===== config.mk =====
export PLATFORM = sky130hd
export DESIGN_NAME = huffman_packer_flat
export DESIGN_NICKNAME = d
export VERILOG_FILES = /design/src/rtl/huffman_packer_if.sv /design/src/rtl/huffman_packer.sv /design/src/flat_wrapper.sv
export SDC_FILE = /design/constraint.sdc
export NUM_CORES = 1
export LEC_CHECK = 0
export CELL_PAD_IN_SITES_DETAIL_PLACEMENT = 1
export CELL_PAD_IN_SITES_GLOBAL_PLACEMENT = 1
export CORE_UTILIZATION = 42
export CTS_CLUSTER_SIZE = 40
export DETAILED_ROUTE_END_ITERATION = 10
export PLACE_DENSITY_LB_ADDON = 0.1
export SLEW_MARGIN = 40
export SYNTH_ARGS = -nofsm -noshare
export SYNTH_HDL_FRONTEND = slang
export SYNTH_SLANG_ARGS = --single-unit

===== constraint.sdc =====
create_clock -name clk -period 8.9 [get_ports clk]
set_clock_uncertainty 0.05 [all_clocks]
set_input_delay 2.225 -clock clk [delete_from_list [all_inputs] [get_ports clk]]
set_output_delay 2.225 -clock clk [all_outputs]
set_load 0.02 [all_outputs]

===== src/rtl/huffman_packer_if.sv =====
// rtl/huffman_packer_if.sv - symbol-in / byte-out handshake bundle for huffman_packer
//
// Purpose: groups the symbol input stream and the packed byte output stream.
// Signals:
//   sym_valid  : symbol present (upstream -> packer)
//   sym_data   : symbol value, legal range 1..6 (upstream -> packer)
//   sym_last   : final symbol marker, qualified by sym_valid (upstream -> packer)
//   sym_ready  : packer can accept a symbol (packer -> upstream)
//   byte_valid : byte_data valid (packer -> downstream)
//   byte_data  : packed byte, first code bit in bit 7 (packer -> downstream)
//   byte_ready : downstream accepts the byte (downstream -> packer)
// Modports: master = packer side, slave = environment side.

interface huffman_packer_if #(
  parameter int SYM_W = 8
);
  logic             sym_valid;
  logic [SYM_W-1:0] sym_data;
  logic             sym_last;
  logic             sym_ready;
  logic             byte_valid;
  logic [7:0]       byte_data;
  logic             byte_ready;

  modport master (
    input  sym_valid, sym_data, sym_last, byte_ready,
    output sym_ready, byte_valid, byte_data
  );

  modport slave (
    output sym_valid, sym_data, sym_last, byte_ready,
    input  sym_ready, byte_valid, byte_data
  );
endinterface


===== src/rtl/huffman_packer.sv =====
// rtl/huffman_packer.sv - packs Huffman codes of a symbol stream MSB-first into bytes
//
// Purpose: latches the six code/mask pairs once code_valid is high, then maps
// each incoming symbol to its variable-length code and packs the codes into an
// 8-bit byte stream. The final partial byte is padded, then done pulses.
// Optional feature macro: PAD_ONES_EN (defined: pad bits are 1, else 0).
// Ports:
//   clk        : clock, rising edge
//   reset      : synchronous, active-high
//   code_valid : code table valid (level)
//   HC1..HC6   : code values for symbols 1..6, right-aligned
//   M1..M6     : code masks, contiguous ones from bit 0; length = popcount
//   bus        : huffman_packer_if.master (symbol stream in, byte stream out)
//   sym_err    : sticky, an illegal symbol was accepted
//   done       : one-cycle pulse after the last byte is accepted

module huffman_packer #(
  parameter int BUF_W = 16,
  parameter int SYM_W = 8
) (
  input  logic                   clk,
  input  logic                   reset,
  input  logic                   code_valid,
  input  logic [7:0]             HC1,
  input  logic [7:0]             HC2,
  input  logic [7:0]             HC3,
  input  logic [7:0]             HC4,
  input  logic [7:0]             HC5,
  input  logic [7:0]             HC6,
  input  logic [7:0]             M1,
  input  logic [7:0]             M2,
  input  logic [7:0]             M3,
  input  logic [7:0]             M4,
  input  logic [7:0]             M5,
  input  logic [7:0]             M6,
  huffman_packer_if.master       bus,
  output logic                   sym_err,
  output logic                   done
);

  localparam int CW = $clog2(BUF_W + 1);

  localparam logic [1:0] S_IDLE  = 2'd0;
  localparam logic [1:0] S_RUN   = 2'd1;
  localparam logic [1:0] S_FLUSH = 2'd2;
  localparam logic [1:0] S_DONE  = 2'd3;

  logic [1:0]       state_q, state_d;
  logic [BUF_W-1:0] acc_q, acc_d;
  logic [CW-1:0]    cnt_q, cnt_d;
  logic             byte_valid_q, byte_valid_d;
  logic [7:0]       byte_data_q, byte_data_d;
  logic             sym_err_q, sym_err_d;

  // Table: codes stored already masked so only the low L bits can be set.
  logic [7:0]       hc_q  [0:5];
  logic [3:0]       len_q [0:5];
  logic [7:0]       hc_in [0:5];
  logic [7:0]       m_in  [0:5];
  logic             table_load;

  assign hc_in[0] = HC1;  assign m_in[0] = M1;
  assign hc_in[1] = HC2;  assign m_in[1] = M2;
  assign hc_in[2] = HC3;  assign m_in[2] = M3;
  assign hc_in[3] = HC4;  assign m_in[3] = M4;
  assign hc_in[4] = HC5;  assign m_in[4] = M5;
  assign hc_in[5] = HC6;  assign m_in[5] = M6;

  logic             sym_ready;
  logic             slot_free;
  logic             accept;
  logic             sym_legal;
  logic [2:0]       sym_idx;
  logic [7:0]       code_sel;
  logic [3:0]       len_sel;
  logic             emit_full;
  logic             emit_pad;
  logic [BUF_W-1:0] acc_e;
  logic [CW-1:0]    cnt_e;
  logic [CW-1:0]    shamt;
  logic [BUF_W-1:0] code_ext;
  logic [7:0]       pad_fill;

  assign sym_ready = (state_q == S_RUN) && (cnt_q < CW'(8));
  assign slot_free = !byte_valid_q || bus.byte_ready;
  assign accept    = bus.sym_valid && sym_ready;
  assign sym_legal = (bus.sym_data >= SYM_W'(1)) && (bus.sym_data <= SYM_W'(6));
  assign sym_idx   = sym_legal ? (bus.sym_data[2:0] - 3'd1) : 3'd0;
  assign code_sel  = hc_q[sym_idx];
  assign len_sel   = len_q[sym_idx];

  // Bits below the held cnt bits of acc are always zero, so the padded byte
  // only needs the pad pattern OR-ed in below the remaining bits.
`ifdef PAD_ONES_EN
  assign pad_fill = 8'hFF >> cnt_q;
`else
  assign pad_fill = 8'h00;
`endif

  assign emit_full = ((state_q == S_RUN) || (state_q == S_FLUSH)) &&
                     (cnt_q >= CW'(8)) && slot_free;
  assign emit_pad  = (state_q == S_FLUSH) && (cnt_q != '0) &&
                     (cnt_q < CW'(8)) && slot_free;
  assign table_load = (state_q == S_IDLE) && code_valid;

  always_comb begin
    acc_d        = acc_q;
    cnt_d        = cnt_q;
    state_d      = state_q;
    byte_valid_d = byte_valid_q;
    byte_data_d  = byte_data_q;
    sym_err_d    = sym_err_q;
    acc_e        = acc_q;
    cnt_e        = cnt_q;
    shamt        = '0;
    code_ext     = '0;

    // Output slot: load a new byte, or retire the current one on handshake.
    if (emit_full) begin
      byte_valid_d = 1'b1;
      byte_data_d  = acc_q[BUF_W-1 -: 8];
      acc_e        = acc_q << 8;
      cnt_e        = cnt_q - CW'(8);
    end else if (emit_pad) begin
      byte_valid_d = 1'b1;
      byte_data_d  = acc_q[BUF_W-1 -: 8] | pad_fill;
      acc_e        = '0;
      cnt_e        = '0;
    end else if (bus.byte_ready) begin
      byte_valid_d = 1'b0;
    end

    // Append the accepted code directly below the bits still held after
    // any emission this cycle.
    if (accept && sym_legal) begin
      code_ext = {{(BUF_W-8){1'b0}}, code_sel};
      shamt    = CW'(BUF_W) - cnt_e - CW'(len_sel);
      acc_d    = acc_e | (code_ext << shamt);
      cnt_d    = cnt_e + CW'(len_sel);
    end else begin
      acc_d    = acc_e;
      cnt_d    = cnt_e;
    end

    if (accept && !sym_legal) begin
      sym_err_d = 1'b1;
    end

    case (state_q)
      S_IDLE: begin
        if (code_valid) state_d = S_RUN;
      end
      S_RUN: begin
        if (accept && bus.sym_last) state_d = S_FLUSH;
      end
      S_FLUSH: begin
        // Nothing left to pack and the last byte is leaving (or gone).
        if ((cnt_q == '0) && slot_free) state_d = S_DONE;
      end
      default: begin
        state_d = S_IDLE;
      end
    endcase
  end

  always_ff @(posedge clk) begin
    if (reset) begin
      state_q      <= S_IDLE;
      acc_q        <= '0;
      cnt_q        <= '0;
      byte_valid_q <= 1'b0;
      byte_data_q  <= 8'h00;
      sym_err_q    <= 1'b0;
      for (int i = 0; i < 6; i++) begin
        hc_q[i]  <= 8'h00;
        len_q[i] <= 4'd0;
      end
    end else begin
      state_q      <= state_d;
      acc_q        <= acc_d;
      cnt_q        <= cnt_d;
      byte_valid_q <= byte_valid_d;
      byte_data_q  <= byte_data_d;
      sym_err_q    <= sym_err_d;
      if (table_load) begin
        for (int i = 0; i < 6; i++) begin
          hc_q[i]  <= hc_in[i] & m_in[i];
          len_q[i] <= 4'($countones(m_in[i]));
        end
      end
    end
  end

  assign bus.sym_ready  = sym_ready;
  assign bus.byte_valid = byte_valid_q;
  assign bus.byte_data  = byte_data_q;
  assign sym_err        = sym_err_q;
  assign done           = (state_q == S_DONE);

endmodule


===== src/flat_wrapper.sv =====
// flat-port wrapper written by rule: the top's interface ports become plain ports
module huffman_packer_flat 
#(
  parameter int BUF_W = 16,
  parameter int SYM_W = 8
)
  (clk, reset, code_valid, HC1, HC2, HC3, HC4, HC5, HC6, M1, M2, M3, M4, M5, M6, sym_err, done, bus_sym_valid, bus_sym_data, bus_sym_last, bus_byte_ready, bus_sym_ready, bus_byte_valid, bus_byte_data);
  huffman_packer_if #(.SYM_W(SYM_W)) bus_i ();
  input  logic clk;
  input  logic reset;
  input  logic code_valid;
  input  logic [7:0] HC1;
  input  logic [7:0] HC2;
  input  logic [7:0] HC3;
  input  logic [7:0] HC4;
  input  logic [7:0] HC5;
  input  logic [7:0] HC6;
  input  logic [7:0] M1;
  input  logic [7:0] M2;
  input  logic [7:0] M3;
  input  logic [7:0] M4;
  input  logic [7:0] M5;
  input  logic [7:0] M6;
  output logic sym_err;
  output logic done;
  input wire logic [$bits(bus_i.sym_valid)-1:0] bus_sym_valid;
  input wire logic [$bits(bus_i.sym_data)-1:0] bus_sym_data;
  input wire logic [$bits(bus_i.sym_last)-1:0] bus_sym_last;
  input wire logic [$bits(bus_i.byte_ready)-1:0] bus_byte_ready;
  output wire logic [$bits(bus_i.sym_ready)-1:0] bus_sym_ready;
  output wire logic [$bits(bus_i.byte_valid)-1:0] bus_byte_valid;
  output wire logic [$bits(bus_i.byte_data)-1:0] bus_byte_data;
  assign bus_i.sym_valid = bus_sym_valid;
  assign bus_i.sym_data = bus_sym_data;
  assign bus_i.sym_last = bus_sym_last;
  assign bus_i.byte_ready = bus_byte_ready;
  assign bus_sym_ready = bus_i.sym_ready;
  assign bus_byte_valid = bus_i.byte_valid;
  assign bus_byte_data = bus_i.byte_data;
  huffman_packer #(.BUF_W(BUF_W), .SYM_W(SYM_W)) u_core (.clk(clk), .reset(reset), .code_valid(code_valid), .HC1(HC1), .HC2(HC2), .HC3(HC3), .HC4(HC4), .HC5(HC5), .HC6(HC6), .M1(M1), .M2(M2), .M3(M3), .M4(M4), .M5(M5), .M6(M6), .bus(bus_i), .sym_err(sym_err), .done(done));
endmodule

==> results.txt <==
Status -> complete, no violations
Post-synth top cells -> edfxtp_1 (72), ha_1 (57), and3_1 (49)
Via Count -> 5360
Count leader, synth -> edfxtp_1
Critical Path AT -> 7.56 ns
ANT cells -> 0
Vias in the first global route -> 5822
Layout area overhead -> 25.5%
FP Rows -> 46
Global-route congestion overflow total -> 0
Critical path's top delay family -> compound AO/OA/AOI/OAI gates
Die area -> 16900 um2
Die height -> 130 um
Netlist cell types -> 70
Post-synth EDFFs -> 72
CP Data Required Time -> 9.10 ns
Area leader, netlist -> edfxtp_1
Clock group share of total power -> 0.219
Syn Inst Count -> 634
CTS tree -> built
Mapped Area -> 6890 um2
Clk buf depth -> 2
WL/cell -> 20.6 um
Largest stage delay, worst path -> 0.66 ns
DRC -> 0
Post-Route M1 WL -> 8350 um
Worst setup EP type -> register
Tcrit/Tclk final -> 0.827
Combinational Power Share -> 0.422
Util after Layout -> 0.543
TritonCTS Buffers -> 9
Antenna violations before repair -> 0
Global-route wire length before repair -> 31000 um
Share of power burned in registers -> 0.359
Post CTS Setup Buffer Count -> 0
Worst-Skew Late Latency -> 0.37 ns
Via density -> 5.58
Post-synth top area share -> 0.314
Fin nets -> 932
Highest metal used -> met4
Finished Layout Cells -> 961
Worst hold-check path type -> register to register
Total I/O pin count -> 122
Fraction of layout instances using a drive strength above 1 -> 0.0725
Synth area leaders -> edfxtp_1 (31%), ha_1 (10%), dfxtp_1 (9.6%), fa_1 (7.3%), and3_1 (4.4%)
Endpoints failing setup -> 0
Dpl cells -> 945
Port buffer count -> 121
RSZ-0062 raised after global routing -> no
Slew Viols, Final -> 0
WP buf/inv -> 3
Power Total -> 1.87 mW
Hold_buf cts -> 0
Die Wd -> 130 um
Post-Syn Nets -> 826
Reg clk slew, reported paths -> 0.07 ns
Synthesized flop and latch total -> 105
Synth warn -> 0
PwrDens -> 216 nW/um2
Clock sink total -> 105
Fin. Hold Viols -> 0
CP Class -> input pin to register
Filler cells -> 1744
Startpoint types -> input pin
Root Buffer -> clkbuf_16
Placed wire-length estimate -> 16100 um
WL met3 -> 557 um
Initial DRC Count -> 304
Min Tclk post-route -> 7.36 ns
GP Congestion -> 0.901
Final wirelength -> 19800 um
Crit-path max FO -> 30
Async set-reset flop share out of synthesis -> 0
Post-route setup TNS -> 0 ns
Sequential share of the synthesized area -> 0.409
Ys flop type -> edfxtp_1
Sw Ratio -> 0.381
Worst path cell trace -> clkdlybuf4s50_1, buf_4, ha_1, or3b_1, nand4_1, a2111oi_0, a211oi_1, nor2_1, a21oi_1, ha_1, inv_1, ha_1, ha_1, a21oi_1, xor2_2, nor2_1, a22o_1, a211o_1, a311o_1
Post-CTS Resized -> 0
Worst IR Drop VDD -> 0.125 mV
Worst Tran Pin Value -> 0.701 ns
H-tree depth -> 3
Drt pass-1 iters -> 4
Syn_area_per_cell -> 10.9 um2
Worst slew margin -> 0.531
Switching pwr -> 712 uW
Cell mode on critical path -> ha_1
Core area -> 15900 um2
Crit path max-delay cell type -> a2111oi_0
Total track usage -> 0.246
Internal power -> 1.16 mW
Leak pwr -> 3.72 nW
Post-route ant nets -> 0
Initial Util -> 0.432
Largest net degree at the start of global routing -> 73
Max-Cap Viols -> 0
F_max -> 0.136 GHz
WL met2 -> 10500 um
-- logic make-up (layout without fill, tap and decap cells) --
| group | after synthesis | after routing | share of synthesized area |
|---|---|---|---|
| AND/OR/NAND/NOR | 203 | 203 | 0.164 |
| AO/OA/AOI/OAI | 129 | 129 | 0.137 |
| flip-flops | 105 | 105 | 0.409 |
| adder cells (fa/ha/maj) | 82 | 82 | 0.176 |
| buffers and inverters | 67 | 178 | 0.0383 |
| multiplexers | 38 | 38 | 0.0610 |
| XOR/XNOR | 10 | 10 | 0.0138 |
-- area by class of cell --
| class | instances | area [um2] | share of cell area |
|---|---|---|---|
| clock buffer | 9 | 225 | 0.0260 |
| clock inverter | 7 | 90.1 | 0.0104 |
| inverter | 35 | 131 | 0.0152 |
| timing repair buffer | 127 | 1270 | 0.147 |
| multi-input combinational | 462 | 3840 | 0.444 |
| tap | 216 | 270 | 0.0312 |
| sequential | 105 | 2820 | 0.326 |
-- worst paths after layout --
path | startpoint | to | slack, ns | cells past startpoint
setup / recovery | bus_sym_data[0] | u_core.acc_q[13] | 1.54 | 19
hold / removal | u_core.acc_q[1] | u_core.acc_q[1] | 0.42 | 2
setup reg to reg | u_core.cnt_q[3] | u_core.acc_q[3] | 4.14 | 15
hold reg to reg | u_core.acc_q[1] | u_core.acc_q[1] | 0.42 | 2
-- sequential cells by signal, summed over array words and instances (netlist names) --
name and flops:
u_core.acc_q 16, u_core.bus.byte_data 8, u_core.bus.byte_valid 1, u_core.cnt_q 5, u_core.hc_q 48, u_core.len_q 24
u_core.state_q 2, u_core.sym_err 1
-- power groups by stage --
stage | logic [mW] | clock network [mW] | registers [mW]
after global routing | 0.862 | 0.437 | 0.678
after floorplan | 0.528 | 0 | 0.666
after CTS | 0.787 | 0.418 | 0.672
final | 0.788 | 0.409 | 0.671
after global placement | 0.752 | 0 | 0.678
after detailed placement | 0.784 | 0 | 0.683
-- tightest hold or removal path, stage by stage, from the launching register on --
cell and delay [ns]:
dfxtp_1 0.32, nand2_1 0.05, a21oi_1 0.05
-- through the flow --
stage / worst slack (ns) / area [um2] / hold slack (ns)
floorplan: 1.51 / 6890 / 0.376
global placement: 1.27 / 8280 / 0.391
detailed placement: 0.914 / 8310 / 0.424
CTS: 1.29 / 8630 / 0.433
global route: 1.18 / 8650 / 0.442
finish: 1.54 / 8650 / 0.422
-- layer usage --
| layer | track usage | vias to the layer above |
|---|---|---|
| li1 | - | 2570 |
| met1 | 0.288 | 2663 |
| met2 | 0.452 | 101 |
| met3 | 0.0439 | 26 |
| met4 | 0.0793 | 0 |
| met5 | 0 | - |
-- cells in the final DEF, fill, tap and decap left out, types with 25 or more instances in the layout --
cell type	count
a21oi_1	29
and2_1	32
and3_1	49
clkdlybuf4s50_1	121
dfxtp_1	33
edfxtp_1	72
fa_1	25
ha_1	56
inv_1	35
nand2_1	29
nor2_1	37
Power figures use the tool's default switching activity.
